===== src/rtl/ex_operand_stage.sv =====
// ID/EX pipeline register and ALU operand select. It latches decoded operands and control,
// forwards results from EX/MEM and MEM/WB, and supports stall (hold) and flush (bubble).
module ex_operand_stage #(
    parameter int DW = 32,
    parameter int AW = 5
) (
    input  logic          clk,
    input  logic          rst,
    input  logic          stall,
    input  logic          flush,
    input  logic          id_valid,
    input  logic [1:0]    id_alu_op,
    input  logic [5:0]    id_funct,
    input  logic          id_alu_src,
    input  logic          id_reg_write,
    input  logic [AW-1:0] id_rs_addr,
    input  logic [AW-1:0] id_rt_addr,
    input  logic [AW-1:0] id_rd_addr,
    input  logic [DW-1:0] id_rs_data,
    input  logic [DW-1:0] id_rt_data,
    input  logic [DW-1:0] id_imm,
    input  logic          mem_reg_write,
    input  logic [AW-1:0] mem_rd_addr,
    input  logic [DW-1:0] mem_alu_res,
    input  logic          wb_reg_write,
    input  logic [AW-1:0] wb_rd_addr,
    input  logic [DW-1:0] wb_data,
    output logic          ex_valid,
    output logic [3:0]    alu_ct,
    output logic [DW-1:0] alu_src1,
    output logic [DW-1:0] alu_src2,
    output logic [AW-1:0] ex_rd_addr,
    output logic          ex_reg_write
);

    logic          valid_r;
    logic [1:0]    alu_op_r;
    logic [5:0]    funct_r;
    logic          alu_src_r;
    logic          reg_write_r;
    logic [AW-1:0] rs_addr_r;
    logic [AW-1:0] rt_addr_r;
    logic [AW-1:0] rd_addr_r;
    logic [DW-1:0] rs_data_r;
    logic [DW-1:0] rt_data_r;
    logic [DW-1:0] imm_r;

    logic [3:0]    alu_ct_s;
    logic [DW-1:0] rs_fwd_s;
    logic [DW-1:0] rt_fwd_s;

    function automatic logic [3:0] decode_ct(input logic [1:0] op, input logic [5:0] funct);
        logic [3:0] ct;
        case (op)
            2'b00:   ct = 4'b0010;
            2'b01:   ct = 4'b0110;
            2'b10: begin
                case (funct)
                    6'b100000: ct = 4'b0010;
                    6'b100010: ct = 4'b0110;
                    default:   ct = 4'b0000;
                endcase
            end
            default: ct = 4'b0000;
        endcase
        return ct;
    endfunction

    // MEM wins over WB; register 0 is never forwarded
    function automatic logic [DW-1:0] fwd_sel(
        input logic [AW-1:0] addr,
        input logic [DW-1:0] latched,
        input logic          m_we,
        input logic [AW-1:0] m_addr,
        input logic [DW-1:0] m_data,
        input logic          w_we,
        input logic [AW-1:0] w_addr,
        input logic [DW-1:0] w_data
    );
        logic [DW-1:0] res;
        if (addr == {AW{1'b0}}) begin
            res = latched;
        end else if (m_we && (m_addr == addr)) begin
            res = m_data;
        end else if (w_we && (w_addr == addr)) begin
            res = w_data;
        end else begin
            res = latched;
        end
        return res;
    endfunction

    // ID/EX register: flush > stall > load
    always_ff @(posedge clk or negedge rst) begin
        if (!rst) begin
            valid_r     <= 1'b0;
            alu_op_r    <= 2'b00;
            funct_r     <= 6'b000000;
            alu_src_r   <= 1'b0;
            reg_write_r <= 1'b0;
            rs_addr_r   <= {AW{1'b0}};
            rt_addr_r   <= {AW{1'b0}};
            rd_addr_r   <= {AW{1'b0}};
            rs_data_r   <= {DW{1'b0}};
            rt_data_r   <= {DW{1'b0}};
            imm_r       <= {DW{1'b0}};
        end else if (flush) begin
            valid_r     <= 1'b0;
            reg_write_r <= 1'b0;
            alu_op_r    <= 2'b00;
        end else if (!stall) begin
            valid_r     <= id_valid;
            alu_op_r    <= id_alu_op;
            funct_r     <= id_funct;
            alu_src_r   <= id_alu_src;
            reg_write_r <= id_reg_write & id_valid;
            rs_addr_r   <= id_rs_addr;
            rt_addr_r   <= id_rt_addr;
            rd_addr_r   <= id_rd_addr;
            rs_data_r   <= id_rs_data;
            rt_data_r   <= id_rt_data;
            imm_r       <= id_imm;
        end
    end

    // ALU control decode and operand forwarding, re-evaluated every cycle even while stalled
    always_comb begin
        alu_ct_s = 4'b0000;
        if (valid_r) begin
            alu_ct_s = decode_ct(alu_op_r, funct_r);
        end else begin
            alu_ct_s = 4'b0000;
        end
        rs_fwd_s = fwd_sel(rs_addr_r, rs_data_r, mem_reg_write, mem_rd_addr, mem_alu_res,
                           wb_reg_write, wb_rd_addr, wb_data);
        rt_fwd_s = fwd_sel(rt_addr_r, rt_data_r, mem_reg_write, mem_rd_addr, mem_alu_res,
                           wb_reg_write, wb_rd_addr, wb_data);
    end

    assign ex_valid     = valid_r;
    assign alu_ct       = alu_ct_s;
    assign alu_src1     = rs_fwd_s;
    assign alu_src2     = alu_src_r ? imm_r : rt_fwd_s;
    assign ex_rd_addr   = rd_addr_r;
    assign ex_reg_write = reg_write_r & valid_r;

endmodule


===== config.mk =====
export PLATFORM = sky130hd
export DESIGN_NAME = ex_operand_stage
export DESIGN_NICKNAME = d
export VERILOG_FILES = /design/src/rtl/ex_operand_stage.sv
export SDC_FILE = /design/constraint.sdc
export NUM_CORES = 1
export LEC_CHECK = 0
export ABC_CLOCK_PERIOD_IN_PS = 2800
export CAP_MARGIN = 15
export CORE_MARGIN = 2
export CORE_UTILIZATION = 44
export DETAILED_ROUTE_END_ITERATION = 7
export GPL_TIMING_DRIVEN = 0
export MAX_ROUTING_LAYER = met4
export PLACE_DENSITY = 0.82
export SYNTH_ARGS = -nofsm -noshare
export SYNTH_HDL_FRONTEND = slang
export SYNTH_SLANG_ARGS = --single-unit

===== constraint.sdc =====
create_clock -name clk -period 2.8 [get_ports clk]
set_input_delay 0.56 -clock clk [delete_from_list [all_inputs] [get_ports clk]]
set_output_delay 0.56 -clock clk [all_outputs]
set_load 0.02 [all_outputs]

* Word-level counts from Yosys, hierarchy flattened *
Index checks and enable logic that the tools add are counted.

word-level totals
  latch bits = 0
  input bits = 202
  memories kept = 0
  output and inout port bits = 75
  register bits = 122
  memory bits (writable) = 0
  bits in read-only memories = 0

cells by class
  equal/unequal tests = 9
  reductions and logical operators = 8
  shifts and indexed selects = 0
  magnitude comparators = 0
  div/mod/pow operators = 0
  add/sub/neg operators = 0
  multipliers = 0
  mux-type cells = 16
  bitwise gates (word level) = 4

operators by type and width
  operator                                                                  number
  32-bit 2-to-1 mux                                                         7
  5-bit equality test                                                       4
  6-bit equality test (second input constant)                               2
  5-bit zero test                                                           2
  3-bit one-hot mux with 3 select lines                                     1
  3-bit one-hot mux with 2 select lines                                     1
  1-bit logical AND                                                         4
  1-bit 2-to-1 mux                                                          4
  2-bit 2-to-1 mux                                                          2
  4-bit 2-to-1 mux                                                          1
  1-bit bitwise AND                                                         2
  2-bit by 1-bit equality test with 1-bit output (second input constant)    1
  2-bit equality test (second input constant)                               1
  2-bit zero test                                                           1
  2-bit by 1-bit inequality test with 1-bit output (second input constant)  1
  1-bit NOT                                                                 2
  2-bit AND reduction                                                       1

* Logic depth before layout (Yosys ltp) *
Gate-level depths: netlist (run 1).

  depth in word-level cells = 6
  depth in mapped cells = 7

* Least setup slack after synthesis (run 1) *
No wires, ideal clock.

  path kind = input port to output port
  start = input port wb_rd_addr[4]
  end = output port alu_src2[11]
  required time = 2,240 ps
  stages on the path = 7
  buffers on the path = 2
  data arrival time = 2,069 ps
  setup slack = 171 ps
  cell sequence = xor2_1 > nor4_1 > and3_1 > buf_6 > buf_12 > mux2i_1 > a221oi_1

on the way
  cells in the longest elaborated chain, start to end = 6

RTL lines
  element              line  RTL
  from (decl)          26    input logic [AW-1:0] wb_rd_addr,
  5-bit equality test  85    end else if (w_we && (w_addr == addr)) begin
  1-bit logical AND    85
  32-bit 2-to-1 mux    85
  32-bit 2-to-1 mux    83    end else if (m_we && (m_addr == addr)) begin
  32-bit 2-to-1 mux    81    if (addr == {AW{1'b0}}) begin
  32-bit 2-to-1 mux    143   assign alu_src2 = alu_src_r ? imm_r : rt_fwd_s;
  to (decl)            31    output logic [DW-1:0] alu_src2,

No other way between the ends.

* Worst setup path after layout (run 1) *
  start = register rt_addr_r[2]
  end = output port alu_src2[18]

on the way
  cells in the longest elaborated chain, start to end = 6
  elaborated cells on any way between the ends = 9

RTL lines
  element                 line  RTL
  from (decl)             42    logic [AW-1:0] rt_addr_r;
  from (signal assigned)  102   rt_addr_r <= {AW{1'b0}};
  from (signal assigned)  118   rt_addr_r <= id_rt_addr;
  5-bit equality test     85
  1-bit logical AND       85
  32-bit 2-to-1 mux       85
  32-bit 2-to-1 mux       83
  32-bit 2-to-1 mux (*)   81
  32-bit 2-to-1 mux (*)   143

Mark *: on every way between the ends. The rest lies on a longest branch, timed or not.

==> results of run 1 <==
registers in the layout, indices dropped and copies added (netlist names):
signal / cells
alu_op_r: 2
ex_valid: 1
alu_src_r: 1
rt_data_r: 32
rt_addr_r: 5
imm_r: 32
reg_write_r: 1
rs_addr_r: 5
rs_data_r: 32
ex_rd_addr: 5
funct_r: 6
metal layers:
layer	track usage, %	part of all wire (%)	vias to the layer above
met3	9.64	8.3	88
met4	13.8	4.3	0
met1	36.3	37	3187
met5	-	0	-
met2	56.4	51	359
li1	-	-	2734
critical path, cell delays in order, from the launching register on:
cell,delay [ns]
dfrtp_1,0.43
xor2_1,0.21
nor4_2,0.34
and3_1,0.23
buf_8,0.14
buf_12,0.13
buf_12,0.13
mux2i_1,0.09
a221oi_1,0.27
buf_2,0.22
report_power, final:
group / internal (W) / switching [W] / total [W] / leakage (nW)
combinational: 0.00136 / 0.00113 / 0.00249 / 3.08
clock: 0.00149 / 0.000811 / 0.00230 / 0.297
sequential: 0.00202 / 0.000234 / 0.00225 / 1.44
total: 0.00487 / 0.00218 / 0.00705 / 4.82
synth_stat cells (2+ instances only):
master     count
xnor2_1       10
o22ai_1       64
a221oi_1      16
a2bb2oi_1      2
nand2_1        9
inv_1         37
buf_4          3
a221oi_2      16
and2_1         2
mux2_2       113
a21boi_0       2
nand4_1        3
nor3_1         3
nor2_1         7
buf_2         13
buf_6          6
xor2_1        10
clkbuf_1      21
dfrtp_1      122
buf_12         2
a2bb2oi_2     30
o21ai_0        5
mux2i_1       34
timing repair:
action,4_1_cts,5_1_grt
pin swaps,42,16
cloned,9,1
endpoints found under the setup margin,65,65
gates resized for setup,520,65
buffers inserted,27,7
layout make-up:
cell class / count / area [µm²]
multi-input combinational: 342 / 4130
timing repair buffer: 314 / 3320
fill: 862 / 3190
sequential: 122 / 3050
clock buffer: 25 / 495
buffer: 44 / 474
tap: 188 / 235
inverter: 38 / 143
clock inverter: 7 / 113
worst paths after layout:
path                          startpoint            end  slack (ns)  cells past startpoint
min in group clk           ex_rd_addr[0]  ex_rd_addr[0]        0.50                      1
hold reg to reg            ex_rd_addr[0]  ex_rd_addr[0]        0.50                      1
max in group asynchronous            rst    alu_op_r[1]        1.93                      2
hold / removal                       rst  rt_data_r[20]        0.11                      1
setup reg to reg               alu_src_r      alu_src_r        1.08                      3
setup / recovery            rt_addr_r[2]   alu_src2[18]       -0.38                      9
logic make-up after synthesis:
| logic type | Yosys count | synth area share (%) |
|---|---|---|
| xor gates and xnor gates | 20 | 2.58 |
| AOI/OAI and AO/OA | 139 | 19.7 |
| other | 1 | 0.0553 |
| buffers and inverters | 83 | 6.14 |
| muxes | 147 | 23.8 |
| and+or+nand+nor | 34 | 2.73 |
| DFF | 122 | 45.0 |
stage by stage:
| step | std cells | hold slack, ns | area, µm² |
|---|---|---|---|
| 3_3_place_gp | 1008 | 0.489 | 9750 |
| 3_5_place_dp | 1009 | 0.493 | 9780 |
| 2_1_floorplan | 547 | 0.264 | 6790 |
| 4_1_cts | 1077 | 0.136 | 11600 |
| 5_1_grt | 1080 | 0.168 | 12000 |
| 6_report | 1080 | 0.114 | 12000 |
cells in the final DEF (no fill, tap or decap), types with 17 or more instances in the layout:
cell	n
o22ai_1	24
clkbuf_1	17
dfrtp_1	121
buf_6	51
mux2i_1	21
buf_4	41
clkdlybuf4s50_1	198
buf_12	19
clkbuf_16	19
mux2_2	113
a2bb2oi_2	23
a221oi_2	21
o22ai_2	29
inv_1	37
==> reports/metrics.yaml, run 1 <==
status: "complete, but fails checks"
violations: "negative setup slack"
synth_area_mm2: 0.00678
drc_errors: 0
min_path_type: "in2async"
grtUsageTotal_pct: 33.1
drtIter0Drc: 373
hold_buffers: 0
dieArea_mm2: 0.0164
cts_tree: "done"
fin_ws_ns: -0.380
p_total_w: 0.00705
crit_required_ns: 2.24
yosysSeqAreaShare_pct: 45.0
rsz0062_at_grt: "yes"
setup_viol: 64
grt_pass1_vias: 6902
peakVddDrop_mv: 0.483
startpoint_type: "register"
ctsLongestPathBuffers: 2
crit_path_end_kind: "primary output"
dp_slack_ns: -1.27
tns_ns: -16.99
max-slew-margin-rel_pct: 40.9
fin_crit_sh_pct: 114
hpwl_um: 16900
grt_max_degree: 65
core_mm2: 0.0151
fmax_ghz: 0.314
ys_types: 39
drtPass1Iterations: 5
gp_congestion: 0.911
synth_top_cell_by_area: "dfrtp_1"
num-nets-final: 1081
fin_skew_ns: 0
wire_per_inst_um: 25.3
vias: 6368
path_clk_slew_ns: 0.06
cts_buffers: 17
synth_area_leaders: "dfrtp_1 (45%), mux2_2 (19%), a2bb2oi_2 (6.6%)"
cts_root_buffer: "clkbuf_16"
io_buffers: 273
p_per_area_mw_per_mm2: 589
num_rows: 45
die_w_um: 128
ant_nets: 0
hold_viol_final: 0
critPathArrivalTime_ns: 2.62
ys_seq_elements: 122
async_flop_share_pct: 100
wirelength_um: 27300
synth_edf_count: 0
p_leak_nw: 4.82
synth.top_cell.area_share_pct: 45.0
diodes: 0
viasPerCell: 5.90
ys.flop_type: "dfrtp_1"
start_util_pct: 44.8
grt_pass1_wl_um: 39600
crit_path_max_fanout: 5
drv_slew: 0
num_io_pins: 277
cap_violations: 0
dieHeight_um: 128
criticalPathCategory: "reg2out"
ys_warn_count: 0
tightest_slew_ns: 0.887
utilization_pct: 78.9
syn_inst: 546
syn_avg_cell_area_um2: 12.4
clkLatencyLatePin_ns: 0.42
antenna_found_initial: 0
final.min_clock_period_ns: 3.18
area_growth_pct: 76.3
grt-ovfl-total: 0
htree_levels: 4
drive_above_1_share_pct: 45.9
clock-sinks: 122
Note: power is estimated with default switching activity, not from simulation.
==> run 2: changes to the inputs <==
GPL_TIMING_DRIVEN = not set   (was 0)
==> run 2 against run 1 <==
The run still ends with negative setup slack left. Design area down 2.6%. Via count down 4.5%. Sequential share of layout area rose by 0.72 points. Sequential cell count stayed put. Combinational power down 2%. Global-route usage decreased by 2.0 points. Hold slack better by 0.016 ns. Maximum frequency grew 5.2%. Largest cell class unchanged.
==> reports/metrics.yaml, run 2 (synthesis gave the netlist of run 1 again) <==
rsz0062_at_grt: "yes"
cts_root_buffer: "clkbuf_16"
ant_nets: 0
final_cell_mix: "clkdlybuf4s50_1 (200), dfrtp_1 (118), mux2_2 (113), buf_6 (56), buf_4 (55)"
fin_cells: 1063
drv_slew: 0
finalInstanceArea_mm2: 0.0116
fin_ws_ns: -0.223
drtPass1Iterations: 4
met3_wirelength_um: 1580
drive_above_1_share_pct: 46.6
tightest_slew_ns: 0.538
startpoint_type: "input port"
p_per_area_mw_per_mm2: 605
slowest_stage: "clkdlybuf4s50_1"
antenna_found_initial: 0
ctsLongestPathBuffers: 2
min_path_type: "in2async"
p_leak_nw: 4.68
max-slew-margin-rel_pct: 64.1
cts_tree: "done"
path_clk_slew_ns: 0.05
cap_violations: 0
setup_viol: 64
wl_met2_um: 13100
placed_cell_area_mm2: 0.00991
crit_path_max_fanout: 5
grt_max_degree: 69
core_mm2: 0.0151
num_rows: 45
wirelength_um: 24900
cts_buffers: 17
r2r_setup_slack_ns: 1.63
fmax_ghz: 0.331
p_total_w: 0.00704
reg.largest.list: "imm_r: 32 flops, rs_data_r: 32 flops, rt_data_r: 32 flops"
drtIter0Drc: 352
grt_pass1_vias: 6857
fin_crit_sh_pct: 108
io_buffers: 274
start_util_pct: 44.8
num_io_pins: 277
violations: "negative setup slack"
dieArea_mm2: 0.0164
path_buf_inv: 6
grt_pass1_wl_um: 37400
tns_ns: -9.42
dp_cells: 1004
r2r_cells: 3
hpwl_um: 16400
viasPerCell: 5.72
final.min_clock_period_ns: 3.02
vias: 6084
grtUsageTotal_pct: 31.1
status: "complete, but fails checks"
drc_errors: 0
htree_levels: 4
clock-sinks: 122
hold_viol_final: 0
criticalPathCategory: "in2out"
critical_path_cell_count: 9
wl_met1_um: 9550
highest_layer: "met4"
die_w_um: 128
crit_required_ns: 2.24
area_growth_pct: 71.6
clkLatencyLatePin_ns: 0.41
wire_per_inst_um: 23.4
layout_commonest_cell: "clkdlybuf4s50_1"
num-nets-final: 1063
critPathArrivalTime_ns: 2.46
peakVddDrop_mv: 0.421
crit_path_end_kind: "primary output"
gp_congestion: 0.984
crit_chain: "clkdlybuf4s50_1 -> inv_1 -> or3_4 -> a21boi_4 -> buf_12 -> buf_8 -> buf_16 -> a2bb2oi_4 -> buf_6"
grt-ovfl-total: 0
fin_skew_ns: 0
dieHeight_um: 128
cpPeakStageDelay_ns: 0.51
cp_top_family: "buffers and inverters"
==> run 2: cell count changes in the layout (fill, tap and decap cells not counted), sizes merged <==
| cell | change |
|---|---|
| clkinvlp | +1 |
| clkinv | +1 |
| clkbuf | -22 |
| clkdlybuf4s50 | +2 |
| buf | -1 |
| inv | +1 |
| diode | +1 |
| bufinv | +1 |
| dlymetal6s2s | -1 |
==> run 2: layer usage <==
metal | up-vias | GRT usage (%)
li1 | 2697 | -
met1 | 3021 | 34.8
met2 | 302 | 54.3
met3 | 64 | 6.51
met4 | 0 | 12.2
met5 | - | -
==> run 2: worst paths after layout <==
check / startpoint / to
min in group clk: ex_rd_addr[4] / ex_rd_addr[4]
worst max-delay path: mem_reg_write / alu_src1[7]
max in group asynchronous: rst / imm_r[17]
worst min-delay path: rst / rs_data_r[20]
worst max register to register: alu_src_r / alu_src_r
worst min register to register: ex_rd_addr[4] / ex_rd_addr[4]
==> run 2: final cells by class <==
class / count / area [µm²]
multi-input combinational: 342 / 4020
tap: 188 / 235
sequential: 122 / 3060
timing repair buffer: 340 / 3560
inverter: 38 / 143
clock buffer: 21 / 460
antenna: 1 / 2.50
fill: 935 / 3500
clock inverter: 11 / 168
==> run 2: what timing repair did <==
| action | in CTS | in global routing |
|---|---|---|
| buffers inserted | 16 | 3 |
| gates cloned | 10 | 1 |
| hold buffers | 0 | 0 |
| gates resized for setup | 475 | 56 |
| endpoints found under the setup margin | 65 | 64 |
| pin swaps | 42 | 16 |
==> run 2: stage by stage <==
stage | hold WS, ns | util (%) | setup slack [ns]
2_1_floorplan | 0.264 | - | 0.171
3_3_place_gp | 0.490 | 65.4 | -0.791
3_5_place_dp | 0.492 | 65.4 | -0.813
4_1_cts | 0.133 | 75.2 | -0.248
5_1_grt | 0.161 | 76.9 | -0.275
6_report | 0.130 | 76.9 | -0.223
==> run 2: report_power, final <==
group | switching [W] | total (W) | internal, W
clock | 0.000816 | 0.00235 | 0.00154
sequential | 0.000232 | 0.00225 | 0.00202
combinational | 0.00108 | 0.00243 | 0.00136
total | 0.00213 | 0.00704 | 0.00491
